**src/rtl/wb_stage_pkg.sv**
```systemverilog
// Shared definitions for the write-back stage: MEM->WB bus layout, CP0
// register addresses ({rd,sel}), CP0 write masks and exception codes.
package wb_stage_pkg;

  // MEM->WB bus: width and field LSB offsets (MSB -> LSB order on the bus).
  localparam int WB_BUS_W      = 118;
  localparam int BUS_RF_WEN    = 117;
  localparam int BUS_WDEST_LSB = 112;
  localparam int BUS_MEMRES_LSB = 80;
  localparam int BUS_LORES_LSB = 48;
  localparam int BUS_HI_WRITE  = 47;
  localparam int BUS_LO_WRITE  = 46;
  localparam int BUS_MFHI      = 45;
  localparam int BUS_MFLO      = 44;
  localparam int BUS_MTC0      = 43;
  localparam int BUS_MFC0      = 42;
  localparam int BUS_CP0A_LSB  = 34;
  localparam int BUS_SYSCALL   = 33;
  localparam int BUS_ERET      = 32;
  localparam int BUS_PC_LSB    = 0;

  // CP0 addresses, {rd[4:0], sel[2:0]}.
  localparam logic [7:0] CP0_STATUS = {5'd12, 3'd0};
  localparam logic [7:0] CP0_CAUSE  = {5'd13, 3'd0};
  localparam logic [7:0] CP0_EPC    = {5'd14, 3'd0};
  localparam logic [7:0] CP0_COUNT  = {5'd9,  3'd0};

  // Software-writable bits: STATUS IM[15:8], EXL, IE; CAUSE IP1..0.
  localparam logic [31:0] STATUS_WMASK = 32'h0000_FF03;
  localparam logic [31:0] CAUSE_WMASK  = 32'h0000_0300;

  localparam logic [4:0] EXCCODE_SYS = 5'd8;

  // One cycle's worth of CP0 side effects. At most one of wen/exc/eret is
  // set; the stage resolves priority before building the request.
  typedef struct packed {
    logic        wen;
    logic [7:0]  addr;
    logic [31:0] wdata;
    logic        exc;
    logic        eret;
    logic [31:0] pc;
  } cp0_req_t;

endpackage

```
**src/rtl/wb_stage_cp0_regs.sv**
```systemverilog
// CP0 register file: STATUS, CAUSE, EPC, COUNT.
//   clk, resetn : clock, async active-low reset
//   req         : mtc0 write / SYSCALL entry / ERET for this cycle
//   rdata       : read value for req.addr (0 for unmapped addresses)
//   epc         : current EPC, used as the ERET target
module cp0_regs
  import wb_stage_pkg::*;
(
  input  logic        clk,
  input  logic        resetn,
  input  cp0_req_t    req,
  output logic [31:0] rdata,
  output logic [31:0] epc
);

  logic [31:0] status_r, cause_r, epc_r, count_r;

  always_ff @(posedge clk or negedge resetn) begin
    if (!resetn) begin
      status_r <= '0;
      cause_r  <= '0;
      epc_r    <= '0;
      count_r  <= '0;
    end else begin
      // Free-running; an mtc0 to COUNT below overrides the increment.
      count_r <= count_r + 32'd1;
      if (req.exc) begin
        epc_r         <= req.pc;
        cause_r[6:2]  <= EXCCODE_SYS;
        status_r[1]   <= 1'b1;
      end else if (req.eret) begin
        status_r[1]   <= 1'b0;
      end else if (req.wen) begin
        case (req.addr)
          CP0_STATUS: status_r <= (status_r & ~STATUS_WMASK) | (req.wdata & STATUS_WMASK);
          CP0_CAUSE:  cause_r  <= (cause_r  & ~CAUSE_WMASK)  | (req.wdata & CAUSE_WMASK);
          CP0_EPC:    epc_r    <= req.wdata;
          CP0_COUNT:  count_r  <= req.wdata;
          default:    ;
        endcase
      end
    end
  end

  always_comb begin
    rdata = '0;
    case (req.addr)
      CP0_STATUS: rdata = status_r;
      CP0_CAUSE:  rdata = cause_r;
      CP0_EPC:    rdata = epc_r;
      CP0_COUNT:  rdata = count_r;
      default:    rdata = '0;
    endcase
  end

  assign epc = epc_r;

endmodule

```
**src/rtl/wb_stage.sv**
```systemverilog
// Write-back stage. Latches the MEM->WB bus, drives the register-file write
// port, owns HI/LO and CP0, and turns SYSCALL/ERET into a flush + redirect.
//   clk, resetn          : clock, async active-low reset
//   MEM_over, MEM_WB_bus : finished instruction offered by MEM
//   WB_allow_in/valid/over, WB_wdest : handshake and hazard info
//   rf_wen/wdest/wdata   : register-file write port
//   cancel, exc_valid, exc_pc : front-end flush and PC redirect
//   WB_pc, HI_data, LO_data   : display taps
module wb_stage
  import wb_stage_pkg::*;
#(
  parameter logic [31:0] EXC_ENTRY = 32'hBFC0_0380
) (
  input  logic                clk,
  input  logic                resetn,
  input  logic                MEM_over,
  input  logic [WB_BUS_W-1:0] MEM_WB_bus,
  output logic                WB_allow_in,
  output logic                WB_valid,
  output logic                WB_over,
  output logic [4:0]          WB_wdest,
  output logic                rf_wen,
  output logic [4:0]          rf_wdest,
  output logic [31:0]         rf_wdata,
  output logic                cancel,
  output logic                exc_valid,
  output logic [31:0]         exc_pc,
  output logic [31:0]         WB_pc,
  output logic [31:0]         HI_data,
  output logic [31:0]         LO_data
);

  logic [WB_BUS_W-1:0] bus_r;
  logic [31:0]         hi_r, lo_r;

  logic        rf_wen_b, hi_write, lo_write, mfhi, mflo, mtc0, mfc0, syscall, eret;
  logic [4:0]  wdest;
  logic [7:0]  cp0_addr;
  logic [31:0] mem_result, lo_result, pc;

  assign rf_wen_b   = bus_r[BUS_RF_WEN];
  assign wdest      = bus_r[BUS_WDEST_LSB +: 5];
  assign mem_result = bus_r[BUS_MEMRES_LSB +: 32];
  assign lo_result  = bus_r[BUS_LORES_LSB +: 32];
  assign hi_write   = bus_r[BUS_HI_WRITE];
  assign lo_write   = bus_r[BUS_LO_WRITE];
  assign mfhi       = bus_r[BUS_MFHI];
  assign mflo       = bus_r[BUS_MFLO];
  assign mtc0       = bus_r[BUS_MTC0];
  assign mfc0       = bus_r[BUS_MFC0];
  assign cp0_addr   = bus_r[BUS_CP0A_LSB +: 8];
  assign syscall    = bus_r[BUS_SYSCALL];
  assign eret       = bus_r[BUS_ERET];
  assign pc         = bus_r[BUS_PC_LSB +: 32];

  // Live controls; syscall > eret > mtc0.
  logic sys_live, eret_live, mtc0_live;
  assign sys_live  = WB_valid & syscall;
  assign eret_live = WB_valid & eret & ~syscall;
  assign mtc0_live = WB_valid & mtc0 & ~syscall & ~eret;

  assign cancel    = sys_live | eret_live;
  assign exc_valid = cancel;

  cp0_req_t    cp0_req;
  logic [31:0] cp0_rdata, cp0_epc;

  always_comb begin
    cp0_req       = '0;
    cp0_req.wen   = mtc0_live;
    cp0_req.addr  = cp0_addr;
    cp0_req.wdata = mem_result;
    cp0_req.exc   = sys_live;
    cp0_req.eret  = eret_live;
    cp0_req.pc    = pc;
  end

  cp0_regs u_cp0 (
    .clk    (clk),
    .resetn (resetn),
    .req    (cp0_req),
    .rdata  (cp0_rdata),
    .epc    (cp0_epc)
  );

  assign exc_pc = syscall ? EXC_ENTRY : cp0_epc;

  // bus_r follows MEM even when flushing; only the valid bit is dropped.
  always_ff @(posedge clk or negedge resetn) begin
    if (!resetn) begin
      bus_r    <= '0;
      WB_valid <= 1'b0;
    end else begin
      if (MEM_over) bus_r <= MEM_WB_bus;
      WB_valid <= MEM_over & ~cancel;
    end
  end

  always_ff @(posedge clk or negedge resetn) begin
    if (!resetn) begin
      hi_r <= '0;
      lo_r <= '0;
    end else if (WB_valid) begin
      if (hi_write) hi_r <= mem_result;
      if (lo_write) lo_r <= lo_result;
    end
  end

  always_comb begin
    rf_wdata = mem_result;
    if (mfhi)      rf_wdata = hi_r;
    else if (mflo) rf_wdata = lo_r;
    else if (mfc0) rf_wdata = cp0_rdata;
  end

  assign rf_wen      = WB_valid & rf_wen_b & ~syscall;
  assign rf_wdest    = wdest;
  assign WB_allow_in = 1'b1;
  assign WB_over     = WB_valid;
  assign WB_wdest    = wdest & {5{WB_valid}};
  assign WB_pc       = pc;
  assign HI_data     = hi_r;
  assign LO_data     = lo_r;

endmodule
```
**config.mk**
```make
export PLATFORM = sky130hd
export DESIGN_NAME = wb_stage
export DESIGN_NICKNAME = d
export VERILOG_FILES = /design/src/rtl/wb_stage_pkg.sv /design/src/rtl/wb_stage_cp0_regs.sv /design/src/rtl/wb_stage.sv
export SDC_FILE = /design/constraint.sdc
export NUM_CORES = 1
export LEC_CHECK = 0
export ABC_AREA = 0
export CORE_MARGIN = 10
export CORE_UTILIZATION = 51
export DETAILED_ROUTE_END_ITERATION = 8
export PLACE_DENSITY_LB_ADDON = 0.12
export SETUP_SLACK_MARGIN = 0.15
export SLEW_MARGIN = 20
export SYNTH_ARGS = -nofsm -noshare
export SYNTH_HDL_FRONTEND = slang
export SYNTH_SLANG_ARGS = --single-unit
```
**constraint.sdc**
```tcl
create_clock -name clk -period 2.8 [get_ports clk]
set_input_delay 0.56 -clock clk [delete_from_list [all_inputs] [get_ports clk]]
set_output_delay 0.56 -clock clk [all_outputs]
set_load 0.02 [all_outputs]
```
== After elaboration in Yosys (flattened, before gate mapping) ==
Cells that the tools add are included.
Word-level totals
  flip-flop bits (word level): 311
  bits in latches: 0
  RAM bits: 0
  bits in read-only memories: 0
  input bits: 121
  output and inout port bits: 176
  logic and storage cells: 67
  memories: 0
Cells by class
  add/subtract/negate cells: 1
  $mul: 0
  div/mod/pow operators: 0
  order comparisons: 0
  equal/unequal tests: 5
  shifts and indexed selects: 0
  muxes and demuxes: 21
  bitwise operators: 18
  reductions and logical operators: 12
Operators with widths (number)
  32-bit two-way mux: 12
  32-bit one-hot mux with 4 select lines: 1
  32-bit by 1-bit adder with 32-bit output (second input constant): 1
  8-bit by 7-bit == test with 1-bit output (second input constant): 4
  32-bit by 10-bit OR with 32-bit output: 1
  32-bit by 16-bit OR with 32-bit output: 1
  7-bit two-way mux: 3
  1-bit AND: 9
  4-bit AND reduction: 2
  2-bit AND reduction: 3
  3-bit AND reduction: 2
  2-bit nonzero test: 3
  3-bit nonzero test: 2
  5-bit AND: 1
  5-bit two-way mux: 1
  1-bit inverter: 5
  2-bit two-way mux: 2
  1-bit two-way mux: 2
  2-bit != test (second input constant): 1
  1-bit OR: 1

== Longest topological paths before layout ==
  word-level depth: 6
  gate-level depth with buffers: 7
  gate-level depth less buffers: 5

== Cells and area by module ==
A second synthesis with hierarchy kept.
Unflattened totals
  cell total of the unflattened synthesis: 1074
  area total of the unflattened synthesis: 12908.6 µm²
By module, submodules not included
  wb_stage: times used 1, cells each 622, area an instance 8557.0 µm², sequential area each 4579.4 µm²
  cp0_regs: times used 1, cells each 452, area an instance 4351.7 µm², sequential area each 1926.8 µm²

== Worst setup path before layout ==
OpenSTA, ideal clock, no wires.
  kind: register to output
  from: reg bus_r[37]
  to: out rf_wdata[31]
  arrival time: 2.127 ns
  required time: 2.240 ns
  slack: 0.113 ns
  cell stages (with the launch flop): 8
  path buffers: 3
  cell sequence: dfrtp_1 > clkbuf_1 > nor4bb_1 > and2_1 > clkbuf_1 > clkbuf_1 > a22oi_1 > o32ai_1
Between the ends
  longest elaborated chain between the ends: 5
  elaborated cells between the ends (all ways): 8
  those cells by class: eq/ne (4); mux (4)
RTL lines
  start: declaration: line wb_stage.sv:33  | logic [WB_BUS_W-1:0] bus_r;
  start signal: assignment: line wb_stage.sv:94  | if (MEM_over) bus_r <= MEM_WB_bus;
  8-bit by 7-bit == test with 1-bit output: line wb_stage_cp0_regs.sv:47  | case (req.addr)
  32-bit one-hot mux with 4 select lines *: line wb_stage_cp0_regs.sv:47
  32-bit two-way mux *: line wb_stage.sv:113  | else if (mfc0) rf_wdata = cp0_rdata;
  32-bit two-way mux *: line wb_stage.sv:112  | else if (mflo) rf_wdata = lo_r;
  32-bit two-way mux *: line wb_stage.sv:111  | if (mfhi) rf_wdata = hi_r;
  end: declaration: line wb_stage.sv:24  | output logic [31:0] rf_wdata,
Every way passes the cells marked *; elsewhere a longest branch is shown, timed or not.

== Final worst setup path ==
  from: reg bus_r[45]
  to: out rf_wdata[13]
Between the ends
  longest elaborated chain between the ends: 1
RTL lines (line)
  32-bit two-way mux: wb_stage.sv:111
No other way between the ends.

==> summary.txt <==
Worst setup path
  – Biggest cell delay along the critical path: 440 ps
  – RR Startpoint: u_cp0.count_r[3]$_DFF_PN0_
  – Beginning of the critical path: bus_r[45]$_DFFE_PN0P_
  – Worst setup EP type: primary output
  – Kind of cell adding the most delay to the critical path: buffers and inverters
  – Top fanout value on the critical path: 5
  – Required time worst endpoint: 2240 ps
  – Most frequent CP cell: buf_6
  – Crit path DAT: 2430 ps
  – Worst setup path category: reg2out
  – Buf/Inv on CP: 5
  – Critical-path top delay cell: dfrtp_2
  – Startpoint kind of the worst setup timing path: flip-flop
  – CP cell instances: nor4bb_4, o211ai_1, buf_4, buf_6, buf_12, buf_6, a21o_1, o221ai_2, buf_6

Die
  – Boundary pin count: 297
  – Total number of placement rows: between 50 and 60
  – Die X: 178 microns
  – Area of the core: 24400 sq um
  – Starting density of the core: 52.1%
  – Vertical extent of the die: 178 microns
  – Die footprint: 31600 sq um

Cells and area
  – Final standard cell area without fillers: 17300 sq um
  – Layout cell share with drive strength beyond 1: 26.5%
  – Total number of nets in the final design: 1516
  – FILL cells: 1794
  – Synthesis-to-finish area growth: 36.1%
  – Antenna diodes: 0
  – Final standard cell utilization of the core: 70.9%

Yosys
  – Number of storage elements in the synthesis netlist: 260
  – Async set-reset flop share out of synthesis: 100%
  – Number of cells produced by synthesis: 1131
  – Cell type with the highest aggregate area in the netlist: dfrtp_1
  – Synth Area per Inst: between 10 and 15 sq um
  – Number of nets produced by synthesis: roughly 1.3k
  – Number of synthesized flops with an enable pin: 0
  – Cell variety after synth: 48
  – Most common flop cell mapped by yosys: dfrtp_1
  – Sequential share of the synthesized area: 51.2%
  – Cell types occupying the most area after synthesis: dfrtp_1 (51%), mux2_2 (17%), a21oi_1 (2.6%)
  – Post-synthesis cell area: 12700 sq um
  – Number of warnings reported in the yosys synthesis log: 0
  – Area share of the largest cell type after synthesis: 51.2%

STA
  – Number of hold violations in the final report: 0
  – Setup slack of the critical path after layout: -187 ps
  – Clock tree skew after final layout: 16.8 ps
  – Unrepaired setup endpoints after global routing: yes
  – Relative slew slack: 54.3%
  – Slew at the pin closest to its max-slew limit: 686 ps
  – Post-route fraction of the period consumed by the critical path: 107%
  – Minimum clock period: ~3000 ps
  – TNS Setup: -3400 ps
  – Highest attainable clock frequency: ~0.33 GHz
  – Final setup fails: 32
  – Final count of pins violating max slew: 0

Power
  – Part of the total power dissipated in combinational logic: a little under a third
  – Peak supply drop: 0.465 mV
  – Switching power as a share of total power: 32.3%
  – Clock power frac: 29.7%
  – Power density over cell area: 734 nW/um^2
  – P_leak: 7.29 nW
  – Sequential share of power: 40.2%
  – Internal power consumption: 8.60 mW
  – Net switching power of the design: 4.11 mW

GRT
  – Sum of overflow across all layers after global routing: 0
  – Vias in the first global route: 10.2k
  – Number of antenna violations at the first check in global routing: 0
  – Wire length of the first global-routing pass: 58800 microns
  – Maximum number of pins on one net before global-route repair: 72
  – Total routing resource utilization after global routing: 23.4%

Detailed routing
  – Number of remaining DRC errors: 0
  – Iteration-0 DRC count of the detailed router: 916
  – Detailed Route WL: about 39000 microns
  – Count of antenna-violating nets left after detailed routing: 0
  – Avg WL per Cell: 22.2 microns
  – Vias post-DR: 10.0k
  – Number of detailed-routing iterations run before antenna repair: 5
  – Vias per inst: ~5.8

Hold path
  – Min-delay src: MEM_over
  – Class of the most critical hold timing path: in2reg

Clock network
  – # H-tree levels: 1
  – Clock-pin slew reported for the worst setup and hold paths after clock tree synthesis: 60 ps
  – Sinks on Clock Net: 260
  – Root buffer cell: clkbuf_16
  – Clock buffer depth: 3
  – TritonCTS buffer count: 30
  – TritonCTS clock tree: done
  – Worst skew pair latency: 550 ps

Status
  – Result of the run: finished, violations left
  – Violations in the final reports: negative setup slack

Placed design
  – Port buffer count: a little under 300
  – Final HPWL DP: roughly 27000 microns
  – Cell area after placement: 16000 sq um
  – Weighted congestion reported at the end of routability-driven placement: 0.832

Job
  – Reported max-cap violation count: 0
cell usage in the layout (no fill, tap or decap), types with 16 or more instances in the layout:
cell type        synthesis  layout
a21oi_1                 66      61
nor2_1                  53      53
buf_4                   40      43
o21ai_0                 43      43
clkbuf_16                0      34
a221o_1                 20      20
mux2_2                 193     193
dfrtp_1                260     254
nor3b_1                 29      28
mux2i_1                 32      32
buf_12                   0      16
a31oi_1                 20      20
a22o_1                  20      20
buf_6                    1      25
nor2b_1                 26      26
clkdlybuf4s50_1          0     247
inv_1                   36      36
nand2_1                 62      60
registers in the layout (all words and copies together), names as in the netlist:
name	count
LO_data	32
u_cp0.epc	32
u_cp0.cause_r	3
WB_over	1
HI_data	32
u_cp0.status_r	10
u_cp0.count_r	32
bus_r	118
worst min-delay path, delay by kind of cell:
kind	cells	cell delay, ps
compound gates	1	70
buf+inv	1	230
simple gates	1	90
cell families after synthesis:
family / count (synthesis) / synth area share (%)
flip-flops: 260 / 51.2
AND/OR/NAND/NOR: 258 / 11.0
multiplexers: 225 / 19.6
AO/OA/AOI/OAI: 219 / 11.5
buffers and inverters: 157 / 5.89
XOR/XNOR: 10 / 0.689
adder cells (fa/ha/maj): 1 / 0.0985
other: 1 / 0.0295
through the flow:
step           hold WS (ps)  instances  worst slack [ps]  power (mW)
6_report                463       1741              -187        12.7
5_1_grt                 465       1741              -275        13.3
4_1_cts                 436       1728              -210        12.7
3_5_place_dp            456       1668             -13.2        8.95
3_3_place_gp            480       1668              87.2        8.87
2_1_floorplan           264       1131               280        6.99
area by class of cell:
cell class | instances | area, sq um | area share (%)
Clock buffer | 47 | 886 | 5.12
Clock inverter | 8 | 71.3 | 0.412
Inverter | 36 | 135 | 0.781
Multi-Input combinational cell | 714 | 5610 | 32.4
Sequential cell | 260 | 6520 | 37.7
Tap cell | 324 | 405 | 2.34
Timing Repair Buffer | 352 | 3670 | 21.2
path summary, 6_finish.rpt:
check	endpoint	slack, ps	depth (start not counted)
max	rf_wdata[13]	-190	9
min	bus_r[81]$_DFFE_PN0P_	460	3
max reg2reg	u_cp0.count_r[27]$_DFF_PN0_	430	4
min reg2reg	u_cp0.cause_r[5]$_DFFE_PN0P_	480	1
max in group asynchronous	bus_r[42]$_DFFE_PN0P_	1410	3
min in group asynchronous	bus_r[105]$_DFFE_PN0P_	570	2
power groups by stage:
stage	sequential, mW	clock [mW]	combinational (mW)
4_1_cts	5.10	3.86	3.77
5_1_grt	5.21	4.01	4.08
2_1_floorplan	5.25	0	1.74
6_report	5.11	3.78	3.82
3_5_place_dp	5.15	0	3.79
3_3_place_gp	5.13	0	3.73
layer usage:
| metal | global-route usage (%) | wire length [microns] | up-vias |
|---|---|---|---|
| met5 | 0 | 0 | - |
| met4 | 5.70 | 976 | 0 |
| met3 | 6.16 | 3080 | 62 |
| met2 | 40.7 | 19400 | 367 |
| met1 | 28.2 | 15200 | 5024 |
| li1 | - | - | 4574 |
synth_stat cells (all sizes together), types with 12 or more instances:
library cell  count
nand3            15
nand2            62
a22o             20
inv              36
clkbuf           71
buf              50
o21ai            43
dfrtp           260
or4              14
nor2             53
or2              12
nor3b            29
a21oi            66
o31ai            12
mux2i            32
mux2            193
a221o            20
nor2b            26
a31oi            20
timing repair:
action                                  4_1_cts  5_1_grt
hold buffers                                  1        0
endpoints found under the setup margin       38       42
pin swaps                                    11       15
endpoints found under the hold margin        16        0
resized for setup                           132      103
setup buffers                                 4        9
cloned                                        0        4
Note: power is estimated with default switching activity, not from simulation.
